`src/rtl/fft_input_loader.sv`:
```
// fft_input_loader: streams complex samples into the FFT data memory at
// bit-reversed addresses, then hands the memory to the FFT controller with a
// one-cycle start pulse and blocks input until the controller reports done.
module fft_input_loader #(
    parameter int bit_width = 29,
    parameter int IN_W      = 16,
    parameter int N         = 16,
    parameter int SIZE      = 4
) (
    input  logic                        clk,
    input  logic                        rst_n,
    input  logic                        in_valid,
    output logic                        in_ready,
    input  logic signed [IN_W-1:0]      in_re,
    input  logic signed [IN_W-1:0]      in_im,
    input  logic                        in_last,
    input  logic                        fft_done,
    output logic                        wr_en,
    output logic [SIZE:0]               wr_addr,
    output logic [bit_width-1:0]        wr_re,
    output logic [bit_width-1:0]        wr_im,
    output logic                        flag_start_FFT,
    output logic                        busy,
    output logic                        frame_err
);

    typedef enum logic [1:0] {
        LOAD  = 2'd0,
        FLUSH = 2'd1,
        START = 2'd2,
        BUSY  = 2'd3
    } state_t;

    state_t                  state_r;
    state_t                  state_nxt_s;
    logic [SIZE-1:0]         cnt_r;
    logic                    accept_s;
    logic                    cnt_last_s;
    logic                    wr_en_r;
    logic [SIZE:0]           wr_addr_r;
    logic [bit_width-1:0]    wr_re_r;
    logic [bit_width-1:0]    wr_im_r;
    logic                    frame_err_r;

    // Mirror the index bits so sample k lands where the in-place DIT stages expect it.
    function automatic logic [SIZE-1:0] bitrev(input logic [SIZE-1:0] idx);
        logic [SIZE-1:0] res;
        for (int i = 0; i < SIZE; i++) begin
            res[i] = idx[SIZE-1-i];
        end
        return res;
    endfunction

    // Handshake and end-of-frame decode; in_ready depends on the state register only.
    always_comb begin
        in_ready   = (state_r == LOAD);
        accept_s   = in_valid & in_ready;
        cnt_last_s = (cnt_r == SIZE'(N - 1));
    end

    // Next-state logic: fill a frame, let the last write land, kick the FFT, wait for it.
    always_comb begin
        state_nxt_s = state_r;
        case (state_r)
            LOAD: begin
                if (accept_s && cnt_last_s) begin
                    state_nxt_s = FLUSH;
                end else begin
                    state_nxt_s = LOAD;
                end
            end
            FLUSH: state_nxt_s = START;
            START: state_nxt_s = BUSY;
            BUSY: begin
                if (fft_done) begin
                    state_nxt_s = LOAD;
                end else begin
                    state_nxt_s = BUSY;
                end
            end
            default: state_nxt_s = LOAD;
        endcase
    end

    // State register.
    always_ff @(posedge clk or negedge rst_n) begin
        if (!rst_n) begin
            state_r <= LOAD;
        end else begin
            state_r <= state_nxt_s;
        end
    end

    // Sample counter: restarts after a full frame or an early in_last.
    always_ff @(posedge clk or negedge rst_n) begin
        if (!rst_n) begin
            cnt_r <= {SIZE{1'b0}};
        end else if (accept_s) begin
            if (cnt_last_s || in_last) begin
                cnt_r <= {SIZE{1'b0}};
            end else begin
                cnt_r <= cnt_r + SIZE'(1);
            end
        end
    end

    // Memory write port: strobe for one cycle per accept, data/address hold otherwise.
    always_ff @(posedge clk or negedge rst_n) begin
        if (!rst_n) begin
            wr_en_r   <= 1'b0;
            wr_addr_r <= {(SIZE + 1){1'b0}};
            wr_re_r   <= {bit_width{1'b0}};
            wr_im_r   <= {bit_width{1'b0}};
        end else begin
            wr_en_r <= accept_s;
            if (accept_s) begin
                wr_addr_r <= {1'b0, bitrev(cnt_r)};
                wr_re_r   <= bit_width'(in_re);
                wr_im_r   <= bit_width'(in_im);
            end
        end
    end

    // Short-frame flag: in_last seen before the frame is complete.
    always_ff @(posedge clk or negedge rst_n) begin
        if (!rst_n) begin
            frame_err_r <= 1'b0;
        end else begin
            frame_err_r <= accept_s & in_last & ~cnt_last_s;
        end
    end

    assign wr_en          = wr_en_r;
    assign wr_addr        = wr_addr_r;
    assign wr_re          = wr_re_r;
    assign wr_im          = wr_im_r;
    assign frame_err      = frame_err_r;
    assign flag_start_FFT = (state_r == START);
    assign busy           = (state_r != LOAD);

endmodule

```
`config.mk`:
```
export PLATFORM = sky130hd
export DESIGN_NAME = fft_input_loader
export DESIGN_NICKNAME = d
export VERILOG_FILES = /design/src/rtl/fft_input_loader.sv
export SDC_FILE = /design/constraint.sdc
export NUM_CORES = 1
export LEC_CHECK = 0
export CAP_MARGIN = 20
export CORE_ASPECT_RATIO = 0.9
export CORE_MARGIN = 1
export CORE_UTILIZATION = 39
export DETAILED_ROUTE_END_ITERATION = 8
export GPL_ROUTABILITY_DRIVEN = 0
export PLACE_DENSITY_LB_ADDON = 0.15
export SETUP_SLACK_MARGIN = 0.05
export SYNTH_ARGS = -nofsm -noshare
export SYNTH_HDL_FRONTEND = slang
export SYNTH_SLANG_ARGS = --single-unit
```
`constraint.sdc`:
```
create_clock -name clk -period 1.7 [get_ports clk]
set_input_delay 0.425 -clock clk [delete_from_list [all_inputs] [get_ports clk]]
set_output_delay 0.425 -clock clk [all_outputs]
set_load 0.005 [all_outputs]
```
== Word-level counts from Yosys, hierarchy flattened ==
Index checks and enable logic that the tools add are counted.
Cells by class
  add/sub/neg operators: 1
  equal/unequal tests: 4
  mux-type cells: 4
  bitwise logic cells: 4
  reduce and logical (&&, ||, !) cells: 4
Operators with widths (count)
  2-bit case mux with 4 select lines: 1
  4-bit by 1-bit adder with 4-bit output (second input constant): 1
  2-bit == test (second input constant): 2
  4-bit == test (second input constant): 1
  4-bit two-way mux: 1
  1-bit AND: 3
  2-bit by 1-bit == test with 1-bit output (second input constant): 1
  2-bit zero test: 1
  2-bit two-way mux: 1
  2-bit nonzero test: 1
  1-bit logical AND: 1
  1-bit logical OR: 1
  1-bit two-way mux: 1
  1-bit NOT: 1
Storage, ports and cells
  register bits: 44
  input bits: 37
  output and inout bits: 68
  word-level logic and storage cells: 24

== Depth between registers and ports, before layout ==
  depth after elaboration: 5
  depth in mapped cells: 6
  depth with buffers taken out: 4

== Worst setup path before layout ==
Ideal clock, no wire load.
  kind: input to register
  start: input port in_valid
  end: register cnt_r[3]
  library setup time: 0.124 ns
  data arrival time: 1.294 ns
  required time: 1.576 ns
  setup slack: 0.282 ns
  cell stages on the path: 4
  path buffers: 2
  cells stage by stage: or3b_1 -> buf_2 -> buf_6 -> a211o_1
Between the ends
  longest elaborated chain between the ends: 1
RTL lines
  start, declared: line 12  | input logic in_valid,
  1-bit AND: line 57  | accept_s = in_valid & in_ready;
  end signal, assigned: line 97  | cnt_r <= {SIZE{1'b0}};
  end signal, assigned: line 100  | cnt_r <= {SIZE{1'b0}};
  end signal, assigned: line 102  | cnt_r <= cnt_r + SIZE'(1);
  end, declared: line 36  | logic [SIZE-1:0] cnt_r;
No other way between the ends.
A chain may end at the register's enable or synchronous reset.

== Worst setup path after layout ==
Same ends and word-level chain as after synthesis.

==> impl_metrics.csv <==
group,metric,value,unit
worst_setup_path,cp_data_arrival_time,1830,ps
finish,antenna_cells,0,
floorplanning,die_h,68.9,um
finish,final_core_util,66.1,%
timing,finalHoldViolCount,0,
global_route,grt_overflow_total,0,
routing,wl_per_cell,11.4,um
finish,drive_above_1_share,11.7,%
place,placed_cells_incl_taps,358,
place,numPortBuffers,103,
synthesis,synth_nets,257,
outcome,outcome,"complete, no violations",
synthesis,synth_top_area_share,56.8,%
routing,drc,0,
job,cap_viol_max_count,0,
timing,fin_ws,101,ps
timing,finalSetupViolCount,0,
floorplanning,io_pins,105,
synthesis,synth_seq_cells,44,
power,cellPowerDensity,1530,nW/um2
synthesis,yosys-top-cells-area,"dfrtp_1, nand2_1, buf_4",
min_path,min_path_type,"primary input to asynchronous set/reset pin",
power,internal-power,3.22,mW
global_route,grtUsageTotal,17.2,%
synthesis,yosysSeqAreaShare,56.8,%
clock_tree,cts_tree,"built",
worst_setup_path,cp.required,1930,ps
floorplanning,num_rows,23,
timing,rsz0062_at_grt,"true",
timing,holdWs,38.3,ps
power,peakVddDrop,0.000800,V
synthesis,yosysWarnings,0,
finish,final_common_cell,"nand2_1",
power,share_seq_of_total_power,37.8,%
clock_tree,root_buffer,"clkbuf_8",
clock_tree,cts_max_level,2,
floorplanning,die_w,76.3,um
synthesis,netlist_instances,219,
synthesis,avgSynthCellArea,8.85,um2
worst_setup_path,worstPathMaxFanout,6,
worst_setup_path,critical_path_class,"primary input to register",
worst_setup_path,crit_path_start_kind,"primary input",
timing,finalWorstPathRequiredPeriod,1600,ps
routing,wirelength,4.30,mm
global_route,grt_pass1_wl,6.91,mm
clock_tree,clk-insertion-delay-late,290,ps
worst_setup_path,endpoint_kind,"register",
power,switching_power,1.44,mW
global_route,grt_max_degree,19,
place,post-dp-hpwl,3.13,mm
power,p_leak,1.61,nW
routing,vias_per_cell,4.37,
clock_tree,cts_buffer_depth,2,
timing,max_freq,0.626,GHz
clock_tree,cts_hold_buf,0,
timing,period_share,94.0,%
routing,dr.pass1.iters,4,
timing,slew_viol_final,0,
routing,vias,1657,
floorplanning,core-area,4600,um2
finish,syn2layout_area_growth,57.0,%
routing,antenna_left,0,
place,preCtsSetupSlack,-198,ps
power,combPwrFrac,48.0,%
global_route,antenna_found_initial,0,
synthesis,synth_cell_type_count,24,
clock_tree,cts_buffers,5,
routing,drt_iter0_drc,73,
floorplanning,dieArea,5260,um2
timing,fin_skew,3.33,ps
clock_tree,cts_sinks,44,
worst_setup_path,worst-r2r-setup-slack,130,ps
finish,instances_no_fill,379,
synthesis,synth_top_cell_by_area,"dfrtp_1",
synthesis,synth.cell_area,1940,um2
floorplanning,initial_core_util,42.1,%
power,switching_share,30.9,%
global_route,grt_pass1_vias,1498,
clock_tree,cts.clk_slew.worst_paths,80,ps
finish,final_cell_mix,"nand2_1, clkdlybuf4s50_1, dfrtp_1, dlygate4sd2_1, buf_4",
power,clock_power_share,14.1,%
finish,fin_nets,354,
## stage by stage
step	total power [mW]	cell area [um2]	TNS, ps
after global placement	4.03	2890	-5540
after detailed placement	4.09	2890	-5740
after global routing	5.04	3040	0
after floorplan	2.81	1940	0
after CTS	4.71	3030	0
final	4.66	3040	0
## power groups by stage
stage	registers [mW]	logic, mW	clock network [mW]
floorplan	1.84	0.971	0
global placement	1.82	2.21	0
detailed placement	1.84	2.25	0
CTS	1.77	2.26	0.686
global route	1.82	2.48	0.736
finish	1.76	2.24	0.659
## cell families after synthesis
family / Yosys count / synth area share, %
simple gates: 128 / 26.6
fa+ha+maj: 1 / 0.645
compound gates: 7 / 2.13
buf+inv: 38 / 13.6
flops: 44 / 56.8
other cells: 1 / 0.193
## worst max-delay path, stage by stage
cell and delay, ps:
clkdlybuf4s50_1 470, or3b_1 400, buf_4 190, nor4_1 220, a211o_1 120
## final timing paths
check | from | to | cells past startpoint
max | in_valid | cnt_r[3]$_DFFE_PN0N_ | 5
min | rst_n | wr_addr[2]$_DFFE_PN0N_ | 1
max reg2reg | state_r[1]$_DFF_PN0_ | cnt_r[3]$_DFFE_PN0N_ | 5
min reg2reg | wr_re[14]$_DFFE_PN0N_ | wr_re[14]$_DFFE_PN0N_ | 2
max in group asynchronous | rst_n | wr_im[15]$_DFFE_PN0N_ | 2
min in group clk | wr_re[14]$_DFFE_PN0N_ | wr_re[14]$_DFFE_PN0N_ | 2
## sequential cells by signal, indices dropped and copies added, names as in the netlist
name and flops:
cnt_r 4, frame_err 1, state_r 2, wr_addr 4, wr_en 1, wr_im 16, wr_re 16
## synth_stat cells
library cell  instances
a211o_1               1
a21o_1                1
a21oi_1               1
and3_1                2
buf_2                 4
buf_4                27
buf_6                 2
clkbuf_1              3
conb_1                1
dfrtp_1              44
ha_1                  1
inv_1                 1
inv_2                 1
nand2_1             113
nand2b_1              2
nand3_1               2
nand3b_1              2
nand4b_1              1
nor2_1                3
nor2b_1               1
nor4_1                1
o21ai_0               3
o21ai_1               1
or3b_1                1
## layer usage
layer	part of all wire, %	wire [um]	global-route usage [%]	vias up
met2	47	2040	28.8	62
met3	6.4	276	6.18	2
met4	0.65	28	5.05	0
li1	-	-	-	837
met1	46	1960	21.2	756
met5	0	0	0	-
## area by class of cell
class | instances | area, um2
clock inverter | 2 | 10.0
inverter | 2 | 7.51
fill | 429 | 1560
multi-input combinational | 137 | 576
tap | 62 | 77.6
sequential | 44 | 1100
timing repair buffer | 126 | 1190
clock buffer | 6 | 82.6
## timing repair
| action | 4_1_cts | 5_1_grt |
|---|---|---|
| resized for setup | 39 | 2 |
| pin swaps | 1 | 0 |
| setup endpoints to repair | 31 | 4 |
| buffers inserted | 12 | 1 |
| hold endpoints to repair | 0 | 0 |
(Power assumes the default switching activity.)
